[src/rtl/bus_wait_slave.sv]
// Wait-stated single-word bus slave fronting a small flop-based memory.
// Captures a request on cs_/as_, waits WAIT_CYCLES, then pulses rdy_ for one cycle.
module bus_wait_slave #(
  parameter int unsigned DEPTH_LOG2  = 4,
  parameter int unsigned WAIT_CYCLES = 2
) (
  input  logic        clk,
  input  logic        reset,
  input  logic        cs_,
  input  logic        as_,
  input  logic        rw,
  input  logic [29:0] addr,
  input  logic [31:0] wr_data,
  output logic        rdy_,
  output logic [31:0] rd_data
);

  localparam int unsigned DEPTH = 1 << DEPTH_LOG2;

  typedef enum logic [1:0] {
    S_IDLE,
    S_WAIT,
    S_ACK
  } state_e;

  state_e                state_q, state_d;
  logic [3:0]            cnt_q, cnt_d;
  logic [DEPTH_LOG2-1:0] idx_q, idx_d;
  logic                  rw_q, rw_d;
  logic [31:0]           wdata_q, wdata_d;
  logic                  rdy_q, rdy_d;
  logic [31:0]           rdata_q, rdata_d;
  logic [31:0]           mem_q [DEPTH];

  // Upper address bits alias onto the same words.
  logic unused_addr_hi;
  assign unused_addr_hi = ^addr[29:DEPTH_LOG2];

  always_ff @(posedge clk or negedge reset) begin
    if (!reset) begin
      state_q <= S_IDLE;
      cnt_q   <= '0;
      idx_q   <= '0;
      rw_q    <= 1'b0;
      wdata_q <= '0;
      rdy_q   <= 1'b1;
      rdata_q <= '0;
    end else begin
      state_q <= state_d;
      cnt_q   <= cnt_d;
      idx_q   <= idx_d;
      rw_q    <= rw_d;
      wdata_q <= wdata_d;
      rdy_q   <= rdy_d;
      rdata_q <= rdata_d;
    end
  end

  always_comb begin
    state_d = state_q;
    cnt_d   = cnt_q;
    idx_d   = idx_q;
    rw_d    = rw_q;
    wdata_d = wdata_q;
    unique case (state_q)
      S_IDLE: begin
        if (!cs_ && !as_) begin
          idx_d   = addr[DEPTH_LOG2-1:0];
          rw_d    = rw;
          wdata_d = wr_data;
          if (WAIT_CYCLES > 0) begin
            state_d = S_WAIT;
            cnt_d   = 4'(WAIT_CYCLES - 1);
          end else begin
            state_d = S_ACK;
          end
        end
      end
      S_WAIT: begin
        if (cnt_q == '0) state_d = S_ACK;
        else             cnt_d   = cnt_q - 4'd1;
      end
      S_ACK:   state_d = S_IDLE;
      default: state_d = S_IDLE;
    endcase
  end

  // Outputs are registered from the next state so rdy_/rd_data line up with ACK.
  always_comb begin
    rdy_d   = 1'b1;
    rdata_d = '0;
    if (state_d == S_ACK) begin
      rdy_d = 1'b0;
      if (rw_d) rdata_d = mem_q[idx_d];
    end
  end

  always_ff @(posedge clk or negedge reset) begin
    if (!reset) begin
      for (int unsigned i = 0; i < DEPTH; i++) mem_q[i] <= '0;
    end else if (state_q == S_ACK && !rw_q) begin
      mem_q[idx_q] <= wdata_q;
    end
  end

  assign rdy_    = rdy_q;
  assign rd_data = rdata_q;

endmodule
[config.mk]
export PLATFORM = sky130hd
export DESIGN_NAME = bus_wait_slave
export DESIGN_NICKNAME = d
export VERILOG_FILES = /design/src/rtl/bus_wait_slave.sv
export SDC_FILE = /design/constraint.sdc
export NUM_CORES = 1
export LEC_CHECK = 0
export CAP_MARGIN = 5
export CORE_MARGIN = 4
export CORE_UTILIZATION = 48
export CTS_CLUSTER_DIAMETER = 60
export CTS_CLUSTER_SIZE = 16
export DETAILED_ROUTE_END_ITERATION = 12
export HOLD_SLACK_MARGIN = 0.12
export PLACE_DENSITY = 0.76
export SLEW_MARGIN = 15
export SYNTH_ARGS = -nofsm -noshare
export SYNTH_HDL_FRONTEND = slang
export SYNTH_SLANG_ARGS = --single-unit
[constraint.sdc]
create_clock -name clk -period 4.3 [get_ports clk]
set_input_delay 0.86 -clock clk [delete_from_list [all_inputs] [get_ports clk]]
set_output_delay 0.86 -clock clk [all_outputs]
set_load 0.05 [all_outputs]
== Word level (Yosys, flattened, before mapping) ==
Cells that the tools add are included.

* Latch bits: 0
* Bits in read-only memories: 0
* Memory bits (writable): 0
* Register bits: 588
* Logic and storage cells: 64
* Output and inout bits: 33
* Bits of input ports: 67
* Memories kept: 0

* Bitwise logic cells: 2
* Mux-type cells: 19
* Multipliers: 0
* Add/subtract/negate cells: 1
* Order comparisons: 3
* Reduce and logical (&&, ||, !) cells: 11
* Div/mod/pow operators: 0
* Shift-type cells: 0
* Equality and inequality tests: 5

{| class="wikitable"
|+ Operator list
! kind !! number
|-
| 512-bit bitwise mux || 1
|-
| 32-bit 2-to-1 mux || 5
|-
| 32-bit binary-select mux with 4-bit select || 1
|-
| 32-bit demux with 4-bit select || 1
|-
| 4-bit 2-to-1 mux || 4
|-
| 5-bit >= comparator (second input constant) || 2
|-
| 4-bit NOT with 5-bit output || 2
|-
| 4-bit one-hot mux with 2 select lines || 1
|-
| 5-bit by 1-bit < comparator with 1-bit output (second input constant) || 1
|-
| 2-bit == test (second input constant) || 2
|-
| 4-bit zero test || 1
|-
| 2-bit 2-to-1 mux || 2
|-
| 2-bit inequality test (second input constant) || 2
|-
| 2-bit one-hot mux with 2 select lines || 1
|-
| 4-bit by 1-bit subtractor with 4-bit output (second input constant) || 1
|-
| 1-bit logical AND || 3
|-
| 1-bit zero test || 3
|-
| 1-bit 2-to-1 mux || 3
|-
| 3-bit AND reduction || 1
|-
| 2-bit by 1-bit == test with 1-bit output (second input constant) || 1
|-
| 2-bit zero test || 1
|-
| 2-bit AND reduction || 1
|-
| 2-bit nonzero test || 1
|}

== Depth between registers and ports, before layout ==
Gate-level depths: netlist of run 1.

* Word-level depth: 10
* Depth in mapped cells: 10
* Gate-level depth less buffers: 8

== Worst setup path after synthesis of run 1 ==
No wires, ideal clock.

* Path kind: input to register
* From: in as_
* To: reg rdata_q[29] (netlist: rd_data[29])
* Path slack: 1.311 ns
* Setup time: 0.131 ns
* Path buffers: 1
* Required time: 4.169 ns
* Arrival: 2.858 ns
* Stages on the path: 8
* Path through: nor4_4 -> mux2i_1 -> inv_2 -> nor2_1 -> clkbuf_1 -> a22oi_1 -> a22oi_1 -> o211ai_1

* Word-level cells in the longest chain between the ends: 10
* Elaborated cells on any way between the ends: 15
* Those cells by class: 1 x eq/ne; 11 x mux; 1 x bitwise; 2 x reduce/logical

{| class="wikitable"
|+ RTL lines
! element !! RTL line !! text
|-
| start: declaration || 10 || <nowiki>input logic as_,</nowiki>
|-
| 1-bit zero test * || 67 || <nowiki>if (!cs_ && !as_) begin</nowiki>
|-
| 1-bit logical AND * || 67 ||
|-
| 4-bit 2-to-1 mux || 67 ||
|-
| 4-bit 2-to-1 mux || 65 || <nowiki>unique case (state_q)</nowiki>
|-
| 4-bit NOT with 5-bit output (not written as such) || 94 || <nowiki>if (rw_d) rdata_d = mem_q[idx_d];</nowiki>
|-
| 32-bit binary-select mux with 4-bit select || 94 ||
|-
| 32-bit 2-to-1 mux (not written as such) (2 in a row) || 94 ||
|-
| 32-bit 2-to-1 mux || 94 ||
|-
| 32-bit 2-to-1 mux * || 92 || <nowiki>if (state_d == S_ACK) begin</nowiki>
|-
| via rdata_d[29] || 32 || <nowiki>logic [31:0] rdata_q, rdata_d;</nowiki>
|-
| end signal: assignment || 55 || <nowiki>rdata_q <= rdata_d;</nowiki>
|-
| end: declaration || 32 ||
|}

The timed path passes the listed nets; every way through them passes the cells marked *. The select of a mux whose other input is x is not followed.
A chain may end at the register's enable or synchronous reset.

== Worst setup path after layout of run 1 ==
* From: reg cnt_q[0]
* To: reg rdata_q[1] (netlist: rd_data[1])

* Word-level cells in the longest chain between the ends: 5

{| class="wikitable"
|+ RTL lines
! element !! RTL line !! text
|-
| start: declaration || 27 || <nowiki>logic [3:0] cnt_q, cnt_d;</nowiki>
|-
| start signal: assignment || 50 || <nowiki>cnt_q <= cnt_d;</nowiki>
|-
| 4-bit zero test || 80 || <nowiki>if (cnt_q == '0) state_d = S_ACK;</nowiki>
|-
| 2-bit 2-to-1 mux || 80 ||
|-
| 2-bit one-hot mux with 2 select lines || 65 ||
|-
| via state_d[1] || 26 || <nowiki>state_e state_q, state_d;</nowiki>
|-
| 2-bit == test || 92 ||
|-
| 32-bit 2-to-1 mux || 92 ||
|-
| via rdata_d[1] || 32 ||
|}

The timed path passes the listed nets, and every way through them passes these cells.

==> results of run 1 <==
## state kept, by name, indices dropped and copies added (netlist names)
register / cells
wdata_q: 32
cnt_q: 4
state_q: 2
mem_q: 512
idx_q: 4
rdy_: 1
rw_q: 1
rd_data: 32
## through the flow
stage / total power (W) / hold WS [ns] / util [%]
2_1_floorplan: 0.0117 / 0.463 / -
3_3_place_gp: 0.0131 / 0.477 / 51.9
3_5_place_dp: 0.0134 / 0.487 / 51.9
4_1_cts: 0.0176 / 0.381 / 54.5
5_1_grt: 0.0184 / 0.413 / 54.5
6_report: 0.0175 / 0.351 / 54.5
## critical path: stages (launching register included)
cell and delay, ns:
dfrtp_1 0.41, inv_1 0.10, ha_1 0.14, or3b_2 0.51, nor2_1 0.32, nand3_1 0.49
buf_4 0.43, a221oi_1 0.46, a31oi_1 0.18, o21ai_1 0.14
## worst paths after layout
check                      cells after the start                    from  slack, ns                       to
max                                            9    cnt_q[0]$_DFFE_PN0P_       1.03     rd_data[1]$_DFF_PN0_
min                                            1                   reset       0.35  wdata_q[12]$_DFFE_PN0P_
max reg2reg                                    9    cnt_q[0]$_DFFE_PN0P_       1.03     rd_data[1]$_DFF_PN0_
min reg2reg                                    1  mem_q[140]$_DFFE_PN0P_       0.50   mem_q[140]$_DFFE_PN0P_
max in group asynchronous                      2                   reset       2.86   mem_q[229]$_DFFE_PN0P_
min in group clk                               1  mem_q[140]$_DFFE_PN0P_       0.50   mem_q[140]$_DFFE_PN0P_
## final cells by class
type / instances / area, um2 / share of cell area (%)
flip-flops and latches: 588 / 14700 / 51.1
multi-input cells: 1122 / 10500 / 36.5
repair buffers: 126 / 1270 / 4.42
clock buffers: 53 / 1230 / 4.27
well taps: 688 / 861 / 2.99
clock inverters: 14 / 165 / 0.574
inverters: 8 / 40.0 / 0.139
## where the power goes
part / switching (W) / internal [W]
logic: 0.00240 / 0.00239
clock network: 0.00195 / 0.00222
registers: 0.00146 / 0.00706
## cells by family after synthesis
| family | after synthesis | synth area share (%) |
|---|---|---|
| xor gates and xnor gates | 2 | 0.0681 |
| DFF | 588 | 57.2 |
| buffers and inverters | 154 | 2.49 |
| muxes | 668 | 31.5 |
| AOI/OAI and AO/OA | 118 | 3.00 |
| and+or+nand+nor | 332 | 5.63 |
| adders and majority gates | 2 | 0.0973 |
## per-layer routing
metal,vias to the layer above,part of all wire (%),global-route usage (%)
met2,420,49,35.1
met1,8316,43,29.0
met4,0,2.9,6.10
met5,-,0,0
li1,6758,-,-
met3,105,5.1,3.36
## placed cells by master, fill, tap and decap left out, drive strengths merged, types with 19 or more instances in the layout
| master | instances |
|---|---|
| nor2 | 19 |
| nand2 | 195 |
| clkdlybuf4s50 | 72 |
| clkbuf | 53 |
| buf | 54 |
| mux4 | 58 |
| a221oi | 24 |
| a21oi | 25 |
| o21ai | 26 |
| a31oi | 26 |
| mux2i | 64 |
| mux2 | 546 |
| dfrtp | 587 |
| nand3 | 89 |
==> results.md, run 1 <==
| Metric | Value |
| --- | --- |
| Worst setup EP type | flip-flop |
| Arr. time, crit path | 3.78 ns |
| Vias/cell | 6.00 |
| Tot GR Track Use | 21.1% |
| Most area-consuming cells after synthesis | dfrtp_1 (57%), mux2_2 (24%), mux4_2 (5.1%) |
| Area of the die | 57,300 um2 |
| Quantity of hold-fixing buffers added after cts | 0 |
| Setup bufs post-CTS | 0 |
| Worst setup path category | reg2reg |
| Die extent in x | 239 um |
| P_leak | 13.7 nW |
| Final non-filler cell area | 28,800 um2 |
| Path category of the worst min-delay check | in2async |
| Clock input transition at the sequential cells of the worst setup and hold paths | 0.07 ns |
| Average size of a mapped cell | 13.8 um2 |
| Clock Tree Buf Depth | 3 |
| Upper clock frequency limit | 306 MHz |
| Fraction of layout cells with a size suffix above 1 | 39.3% |
| Congestion Overflow GR | 0 |
| Root Driver | clkbuf_16 |
| Vert. Die Dim | 239 um |
| Antenna cells | 0 |
| Worst rel slew slack | 17.0% |
| Number of placed instances, taps included | 2,532 |
| Deepest level of the CTS H-tree | 2 |
| Max Fanout on Critical Path | 17 |
| Global-route wire length before repair | 94.6 mm |
| Sequential fraction of the synthesis area | 57.2% |
| Count of port buffers added during placement | 73 |
| Final-report setup violation count | 0 |
| P per Cell Area | 608 nW/um2 |
| Ys Warns | 0 |
| Final RePlAce weighted congestion | 0.759 |
| Final clock period utilization by the worst path | 76.1% |
| Final hold violations | 0 |
| Wirelength, routed | 60.0 mm |
| Number of gates resized after CTS | 0 |
| Skew final | 0.0184 ns |
| Post-synth cell types | 42 |
| Slew at the pin with the worst max-slew slack | 1.24 ns |
| IO Count | 100 |
| Post-Synthesis Net Count | 1,933 |
| Number of placement rows | 84 |
| Post-route worst setup slack | 1.03 ns |
| Maximum number of pins on one net before global-route repair | 109 |
| Clock network latency to the later pin of the worst-skew pair | 0.59 ns |
| Post-synth top area share | 57.1% |
| Number of enable-type register cells in the synthesized netlist | 0 |
| Starting density of the core | 48.7% |
| Sink count of the clock tree | 588 |
| Synth cell count leaders | dfrtp_1 (587), mux2_2 (546), nand2_1 (195), clkbuf_1 (92), nand3_1 (89) |
| Standard cell area after detailed placement | 27,400 um2 |
| Average wire per standard cell | 23.1 um |
| Placeable Area | 52,800 um2 |
| Most common cell in the netlist | dfrtp_1 |
| Dominant synthesized flop cell | dfrtp_1 |
| Unrepaired setup endpoints after global routing | false |
| Launching element type of the critical path | flip-flop |
| Number of global-route vias before repair | 16,600 |
| Worst endpoint required time | 4.81 ns |
| Number of nets at the end of the flow | 1,961 |
| Syn-to-layout area delta | 11.9% |
| Dpl hpwl | 35.7 mm |
| TritonCTS clock tree | yes |
| Result of the run | completed |
| Filler cell count in the final layout | 4,264 |
| Number of routed nets with antenna violations | 0 |
| IR Drop Worst-Case VDD | 467 uV |
| Number of antenna violations at the first check in global routing | 0 |
| Synth Cell Area | 25,700 um2 |
| Final Max Tran Viols | 0 |
| Tmin final | 3.27 ns |
| Setup TNS Final | 0 ns |
| Post-layout instance count excluding filler cells | 2,599 |
| Number of iterations in the first detailed-routing pass | 5 |
| Synth area leader | dfrtp_1 |
| Maximum capacitance violations | 0 |
| Share of synthesized flip-flops with an asynchronous set or reset | 100% |
| Total clock buffers created by CTS | 46 |
| Total of flip-flops plus latches after synthesis | 588 |
| Remaining DRCs | 0 |
| Mapped Cells | 1,864 |
| Setup Slack @ Placement | 0.482 ns |
| Number of DRC markers in iteration 0 | 1,106 |
| Via count | 15,600 |
(Power assumes the default switching activity.)
==> run 2, diff against run 1 <==
--- a/config.mk
+++ b/config.mk
@@ -12,7 +12,7 @@
 export CTS_CLUSTER_SIZE = 16
 export DETAILED_ROUTE_END_ITERATION = 12
 export HOLD_SLACK_MARGIN = 0.12
-export PLACE_DENSITY = 0.76
+export PLACE_DENSITY = 0.79
 export SLEW_MARGIN = 15
 export SYNTH_ARGS = -nofsm -noshare
 export SYNTH_HDL_FRONTEND = slang
==> constraint.sdc (replaced) <==
create_clock -name clk -period 2.66 [get_ports clk]
set_input_delay 0.532 -clock clk [delete_from_list [all_inputs] [get_ports clk]]
set_output_delay 0.532 -clock clk [all_outputs]
set_load 0.05 [all_outputs]
==> run 2 against run 1 <==
  * Combinational power increased by 81%
  * Die area unchanged
  * Clock skew increased by 0.0039 ns
  * Final cell count increased by 2.4%
  * Critical path type is now in2reg
==> results.md, run 2 (synthesis gave the netlist of run 1 again) <==
| Metric | Value |
| --- | --- |
| Slew at the pin with the worst max-slew slack | 0.716 ns |
| Worst rel slew slack | 52.2% |
| IR Drop Worst-Case VDD | 550 uV |
| Met2 usage in global routing | 37.0% |
| Number of routed nets with antenna violations | 0 |
| Number of antenna violations at the first check in global routing | 0 |
| P_leak | 14.1 nW |
| Switching Power | 0.00967 W |
| Arr. time, crit path | 3.06 ns |
| Total area of multi-input combinational cells | 10,600 um2 |
| Tmin final | 2.54 ns |
| Clock Tree Buf Depth | 3 |
| GRT met1 Usage | 29.8% |
| Max Fanout on Critical Path | 19 |
| Fraction of layout cells with a size suffix above 1 | 41.5% |
| Flip-flop count of the largest register, all copies and words added | 512 |
| Global-route wire length before repair | 99.7 mm |
| P per Cell Area | 978 nW/um2 |
| Commonest cells after routing, fill and taps aside | dfrtp_1 (587), mux2_2 (546), nand2_1 (189) |
| Worst setup EP type | flip-flop |
| Skew final | 0.0224 ns |
| Wirelength, routed | 62.8 mm |
| Number of iterations in the first detailed-routing pass | 4 |
| Setup bufs post-CTS | 0 |
| Total clock buffers created by CTS | 44 |
| Final-report setup violation count | 0 |
| Path category of the worst min-delay check | in2async |
| Launching element type of the critical path | primary input |
| Final RePlAce weighted congestion | 0.874 |
| Number of DRC markers in iteration 0 | 1,270 |
| Dpl hpwl | 38.9 mm |
| Congestion Overflow GR | 0 |
| Antenna cells | 0 |
| IO Count | 100 |
| Final Max Tran Viols | 0 |
| Worst endpoint required time | 3.18 ns |
| Root Driver | clkbuf_16 |
| Deepest level of the CTS H-tree | 2 |
| Final clock period utilization by the worst path | 95.3% |
| Vias/cell | 5.96 |
| Combinational cell fraction of total power | 30.0% |
| Via count | 15,900 |
| Total design power | 0.0289 W |
| Maximum capacitance violations | 0 |
| Remaining DRCs | 0 |
| Sink count of the clock tree | 588 |
| Vert. Die Dim | 239 um |
| Most flops, register | mem_q |
| Standard cell area after detailed placement | 28,100 um2 |
| Final hold violations | 0 |
| Result of the run | completed |
| Worst setup path category | in2reg |
| Gr busiest metal | met2 |
| Number of nets at the end of the flow | 2,026 |
| Average wire per standard cell | 23.6 um |
| TritonCTS clock tree | yes |
| Number of global-route vias before repair | 17,200 |
| Final non-filler cell area | 29,500 um2 |
| Maximum number of pins on one net before global-route repair | 86 |
| Clock network latency to the later pin of the worst-skew pair | 0.59 ns |
| Count of port buffers added during placement | 73 |
| Most common library cell in the layout ignoring fill and taps | dfrtp_1 |
| Upper clock frequency limit | 394 MHz |
| Share of total power in the clock network | 22.2% |
| Tot GR Track Use | 22.3% |
| Syn-to-layout area delta | 14.8% |
| Area of the die | 57,300 um2 |
| Unrepaired setup endpoints after global routing | false |
| Fraction of met3 tracks used by global routing | 3.89% |
| Filler cell count in the final layout | 4,110 |
| Starting density of the core | 48.7% |
| Net Sw Frac | 33.5% |
| Placeable Area | 52,800 um2 |
| Part of the total power dissipated in sequential elements | 47.8% |
| Clock input transition at the sequential cells of the worst setup and hold paths | 0.07 ns |
| Total area of sequential cells | 14,700 um2 |
| Int Power | 0.0192 W |
| Number of placement rows | 84 |
| Die extent in x | 239 um |
-- run 2: what timing repair did --
action | in CTS | in global routing
setup endpoints to repair | 7 | 26
hold buffers | 1 | 0
gates resized for setup | 1 | 13
endpoints found under the hold margin | 46 | 0
-- run 2: path summary, 6_finish.rpt --
check | from | endpoint | slack, ns | depth (start not counted)
setup reg to reg | cnt_q[0]$_DFFE_PN0P_ | rd_data[31]$_DFF_PN0_ | 0.14 | 9
min in group clk | mem_q[213]$_DFFE_PN0P_ | mem_q[213]$_DFFE_PN0P_ | 0.50 | 1
hold reg to reg | mem_q[213]$_DFFE_PN0P_ | mem_q[213]$_DFFE_PN0P_ | 0.50 | 1
hold / removal | reset | mem_q[455]$_DFFE_PN0P_ | 0.49 | 2
max in group asynchronous | reset | mem_q[497]$_DFFE_PN0P_ | 1.27 | 3
setup / recovery | as_ | rd_data[2]$_DFF_PN0_ | 0.12 | 10
-- run 2: metrics by stage --
stage / util (%) / instances / hold slack, ns / worst slack (ns) / TNS [ns]
floorplan: - / 1864 / 0.236 / 0.0728 / 0
global placement: 53.3 / 2598 / 0.482 / -0.506 / -13.37
detailed placement: 53.3 / 2598 / 0.489 / -0.536 / -14.11
CTS: 55.8 / 2662 / 0.487 / 0.00835 / 0
global route: 56.0 / 2662 / 0.510 / 0.00419 / 0
finish: 56.0 / 2662 / 0.488 / 0.124 / 0
-- run 2: metal layers --
metal	vias up	part of all wire, %
li1	6893	-
met1	8362	42
met2	485	49
met3	127	5.7
met4	0	3.3
met5	-	0
-- run 2: power groups by stage --
stage	combinational, W	sequential, W	clock (W)
2_1_floorplan	0.00623	0.0127	0
3_3_place_gp	0.00831	0.0137	0
3_5_place_dp	0.00854	0.0139	0
4_1_cts	0.00859	0.0138	0.00654
5_1_grt	0.00928	0.0142	0.00688
6_report	0.00866	0.0138	0.00642
-- run 2: final cells by class --
class	instances	area share [%]
multi-input cells	1122	35.8
clock buffers	57	4.14
clock inverters	6	0.263
inverters	8	0.136
flip-flops and latches	588	49.8
well taps	688	2.92
repair buffers	193	6.96
-- run 2: critical path, cell delays in order --
cell	delay [ns]
clkdlybuf4s50_1	0.44
nor4_4	0.27
buf_4	0.20
mux2i_4	0.33
inv_8	0.09
buf_4	0.25
mux2i_1	0.18
a221oi_1	0.48
a31oi_1	0.14
o21ai_1	0.12
==> run 3, diff against run 2 <==
--- a/config.mk
+++ b/config.mk
@@ -12,7 +12,7 @@
 export CTS_CLUSTER_SIZE = 16
 export DETAILED_ROUTE_END_ITERATION = 12
 export HOLD_SLACK_MARGIN = 0.12
-export PLACE_DENSITY = 0.79
+export PLACE_DENSITY = 0.76
 export SLEW_MARGIN = 15
 export SYNTH_ARGS = -nofsm -noshare
 export SYNTH_HDL_FRONTEND = slang
==> constraint.sdc (replaced) <==
create_clock -name clk -period 2.35 [get_ports clk]
set_input_delay 0.47 -clock clk [delete_from_list [all_inputs] [get_ports clk]]
set_output_delay 0.47 -clock clk [all_outputs]
set_load 0.05 [all_outputs]
==> run 3 against run 2 <==
  * The flow now finishes with violations (setup timing)
  * Die area stayed put
  * Non-clock buffer count is 41 higher
  * Routed wire length increased by 8.5%
  * Final cell count up 1.7%
  * First-iteration DRC count rose by 8.8%
  * Worst hold slack got worse by 0.13 ns
  * Critical path depth up 1
  * Final area up 2.9%
  * Sequential share of layout area fell by 1.4 points
==> results.md, run 3 (synthesis gave the netlist of run 1 again) <==
| Metric | Value |
| --- | --- |
| Part of the total power dissipated in sequential elements | 45.4% |
| TritonCTS clock tree | yes |
| Remaining DRCs | 0 |
| Congestion Overflow GR | 0 |
| Placeable Area | 52,800 um2 |
| Vias/cell | 6.06 |
| Maximum capacitance violations | 0 |
| Flip-flop count of the largest register, all copies and words added | 512 |
| Total clock buffers created by CTS | 45 |
| Switching Power | 0.0117 W |
| Worst setup EP type | flip-flop |
| Final clock period utilization by the worst path | 108% |
| Launching element type of the critical path | flip-flop |
| Worst endpoint required time | 2.82 ns |
| Number of routed nets with antenna violations | 0 |
| Cell seen most often among critical-path stages | buf_12 |
| Number of nets at the end of the flow | 2,069 |
| Filler cell count in the final layout | 4,013 |
| Startpoint of the worst-slack reg-to-reg timing path | state_q[0]$_DFF_PN0_ |
| Tmin final | 2.54 ns |
| IR Drop Worst-Case VDD | 685 uV |
| Area of the die | 57,300 um2 |
| Count of port buffers added during placement | 73 |
| Fraction of layout cells with a size suffix above 1 | 44.6% |
| Average wire per standard cell | 25.2 um |
| Deepest level of the CTS H-tree | 2 |
| Dpl hpwl | 41.6 mm |
| Wirelength, routed | 68.2 mm |
| Most common library cell in the layout ignoring fill and taps | dfrtp_1 |
| Die extent in x | 239 um |
| Slew at the pin with the worst max-slew slack | 0.717 ns |
| Tot GR Track Use | 24.1% |
| Clock network latency to the later pin of the worst-skew pair | 0.59 ns |
| Family of cells with the greatest summed delay on the critical path | buffers and inverters |
| Commonest cells after routing, fill and taps aside | dfrtp_1 (587), mux2_2 (546), nand2_1 (187) |
| Root Driver | clkbuf_16 |
| IO Count | 100 |
| Slowest-stage cell, CP | mux4_2 |
| Number of antenna violations at the first check in global routing | 1 |
| Starting density of the core | 48.7% |
| Syn-to-layout area delta | 18.2% |
| Net Sw Frac | 34.0% |
| Number of DRC markers in iteration 0 | 1,382 |
| Vert. Die Dim | 239 um |
| Violated checks | setup timing |
| P_leak | 14.5 nW |
| Result of the run | complete, but fails checks |
| Total area of multi-input combinational cells | 10,800 um2 |
| Max Fanout on Critical Path | 8 |
| Clock input transition at the sequential cells of the worst setup and hold paths | 0.07 ns |
| Post-route worst setup slack | -0.186 ns |
| Unrepaired setup endpoints after global routing | true |
| Standard cell area after detailed placement | 28,500 um2 |
| Critical path origin | state_q[0]$_DFF_PN0_ |
| Number of cells on the worst reg-to-reg path | 11 |
| Number of placement rows | 84 |
| Via count | 16,400 |
| Final Max Tran Viols | 0 |
| Arr. time, crit path | 3.00 ns |
| Most flops, register | mem_q |
| Combined buffer and inverter count along the critical path | 6 |
| Upper clock frequency limit | 394 MHz |
| Clock Tree Buf Depth | 3 |
| Final non-filler cell area | 30,400 um2 |
| Int Power | 0.0227 W |
| Total area of sequential cells | 14,700 um2 |
| Setup Slack @ Placement | -0.834 ns |
| Minimum setup slack among reg-to-reg paths | -0.19 ns |
| P per Cell Area | 1130 nW/um2 |
| Maximum number of pins on one net before global-route repair | 105 |
| Combinational cell fraction of total power | 33.3% |
| Highest cell delay on the worst timing path | 0.42 ns |
| Final hold violations | 0 |
| Number of global-route vias before repair | 17,600 |
| Sink count of the clock tree | 588 |
| Final RePlAce weighted congestion | 0.806 |
| Final-report setup violation count | 32 |
| Share of total power in the clock network | 21.3% |
| Cells along the critical path | nor4_4 > buf_12 > mux2i_4 > buf_12 > inv_12 > buf_12 > buf_16 > buf_4 > mux4_2 > nand2_1 > o21ai_1 |
| Path category of the worst min-delay check | in2async |
| Number of iterations in the first detailed-routing pass | 7 |
| Worst rel slew slack | 51.8% |
| Reg-to-Reg End | rd_data[1]$_DFF_PN0_ |
| Worst setup path category | reg2reg |
| Skew final | 0.0170 ns |
| Global-route wire length before repair | 106 mm |
==> run 3: worst register-to-register path: cells and delay by family (launching register included) <==
kind | cells | cell delay (ns)
buffers and inverters | 6 | 0.82
muxes | 2 | 0.66
and+or+nand+nor | 2 | 0.46
AOI/OAI and AO/OA | 1 | 0.07
DFF | 1 | 0.41
==> run 3: what timing repair did <==
action                     CTS  global route
pin swaps                   17            15
cloned                       7             2
hold buffers                 1             0
gates resized for setup     47            30
buffers inserted            11             4
setup endpoints to repair   42            99
hold endpoints to repair    82             0
==> run 3: per-layer routing <==
metal	up-vias	GRT usage [%]	part of all wire [%]
met5	-	0	0
met4	0	7.21	2.9
met3	141	4.71	7.0
met2	579	39.2	48
met1	8696	33.2	42
li1	6981	-	-
==> run 3: area by class of cell <==
class	instances	share of cell area [%]
well taps	688	2.83
repair buffers	234	8.78
clock buffers	58	4.07
diodes	1	0.00823
multi-input cells	1122	35.5
clock inverters	7	0.210
flip-flops and latches	588	48.4
repair inverters	1	0.0206
inverters	8	0.156
==> run 3: power groups by stage <==
stage	combinational [W]	clock [W]	sequential [W]
global route	0.0122	0.00787	0.0161
global placement	0.00987	0	0.0155
CTS	0.0112	0.00745	0.0156
detailed placement	0.0102	0	0.0157
finish	0.0115	0.00733	0.0157
floorplan	0.00749	0	0.0144
==> run 3: metrics by stage <==
stage / utilization, % / std cells / TNS (ns) / total power (W) / hold slack, ns
2_1_floorplan: - / 1864 / -2.71 / 0.0219 / 0.174
3_3_place_gp: 54.0 / 2617 / -25.19 / 0.0254 / 0.373
3_5_place_dp: 54.0 / 2617 / -27.39 / 0.0259 / 0.379
4_1_cts: 57.2 / 2701 / -4.15 / 0.0342 / 0.351
5_1_grt: 57.6 / 2706 / -8.00 / 0.0362 / 0.373
6_report: 57.6 / 2707 / -4.20 / 0.0345 / 0.359
==> run 3: worst max-delay path by stage <==
stage	to	slack, ns	depth (start not counted)
global route	rd_data[27]$_DFF_PN0_	-0.26	10
finish	rd_data[1]$_DFF_PN0_	-0.19	11
floorplan	rd_data[9]$_DFF_PN0_	-0.09	8
CTS	rd_data[1]$_DFF_PN0_	-0.17	10
global placement	rd_data[0]$_DFF_PN0_	-0.83	9
detailed placement	rd_data[24]$_DFF_PN0_	-0.83	9
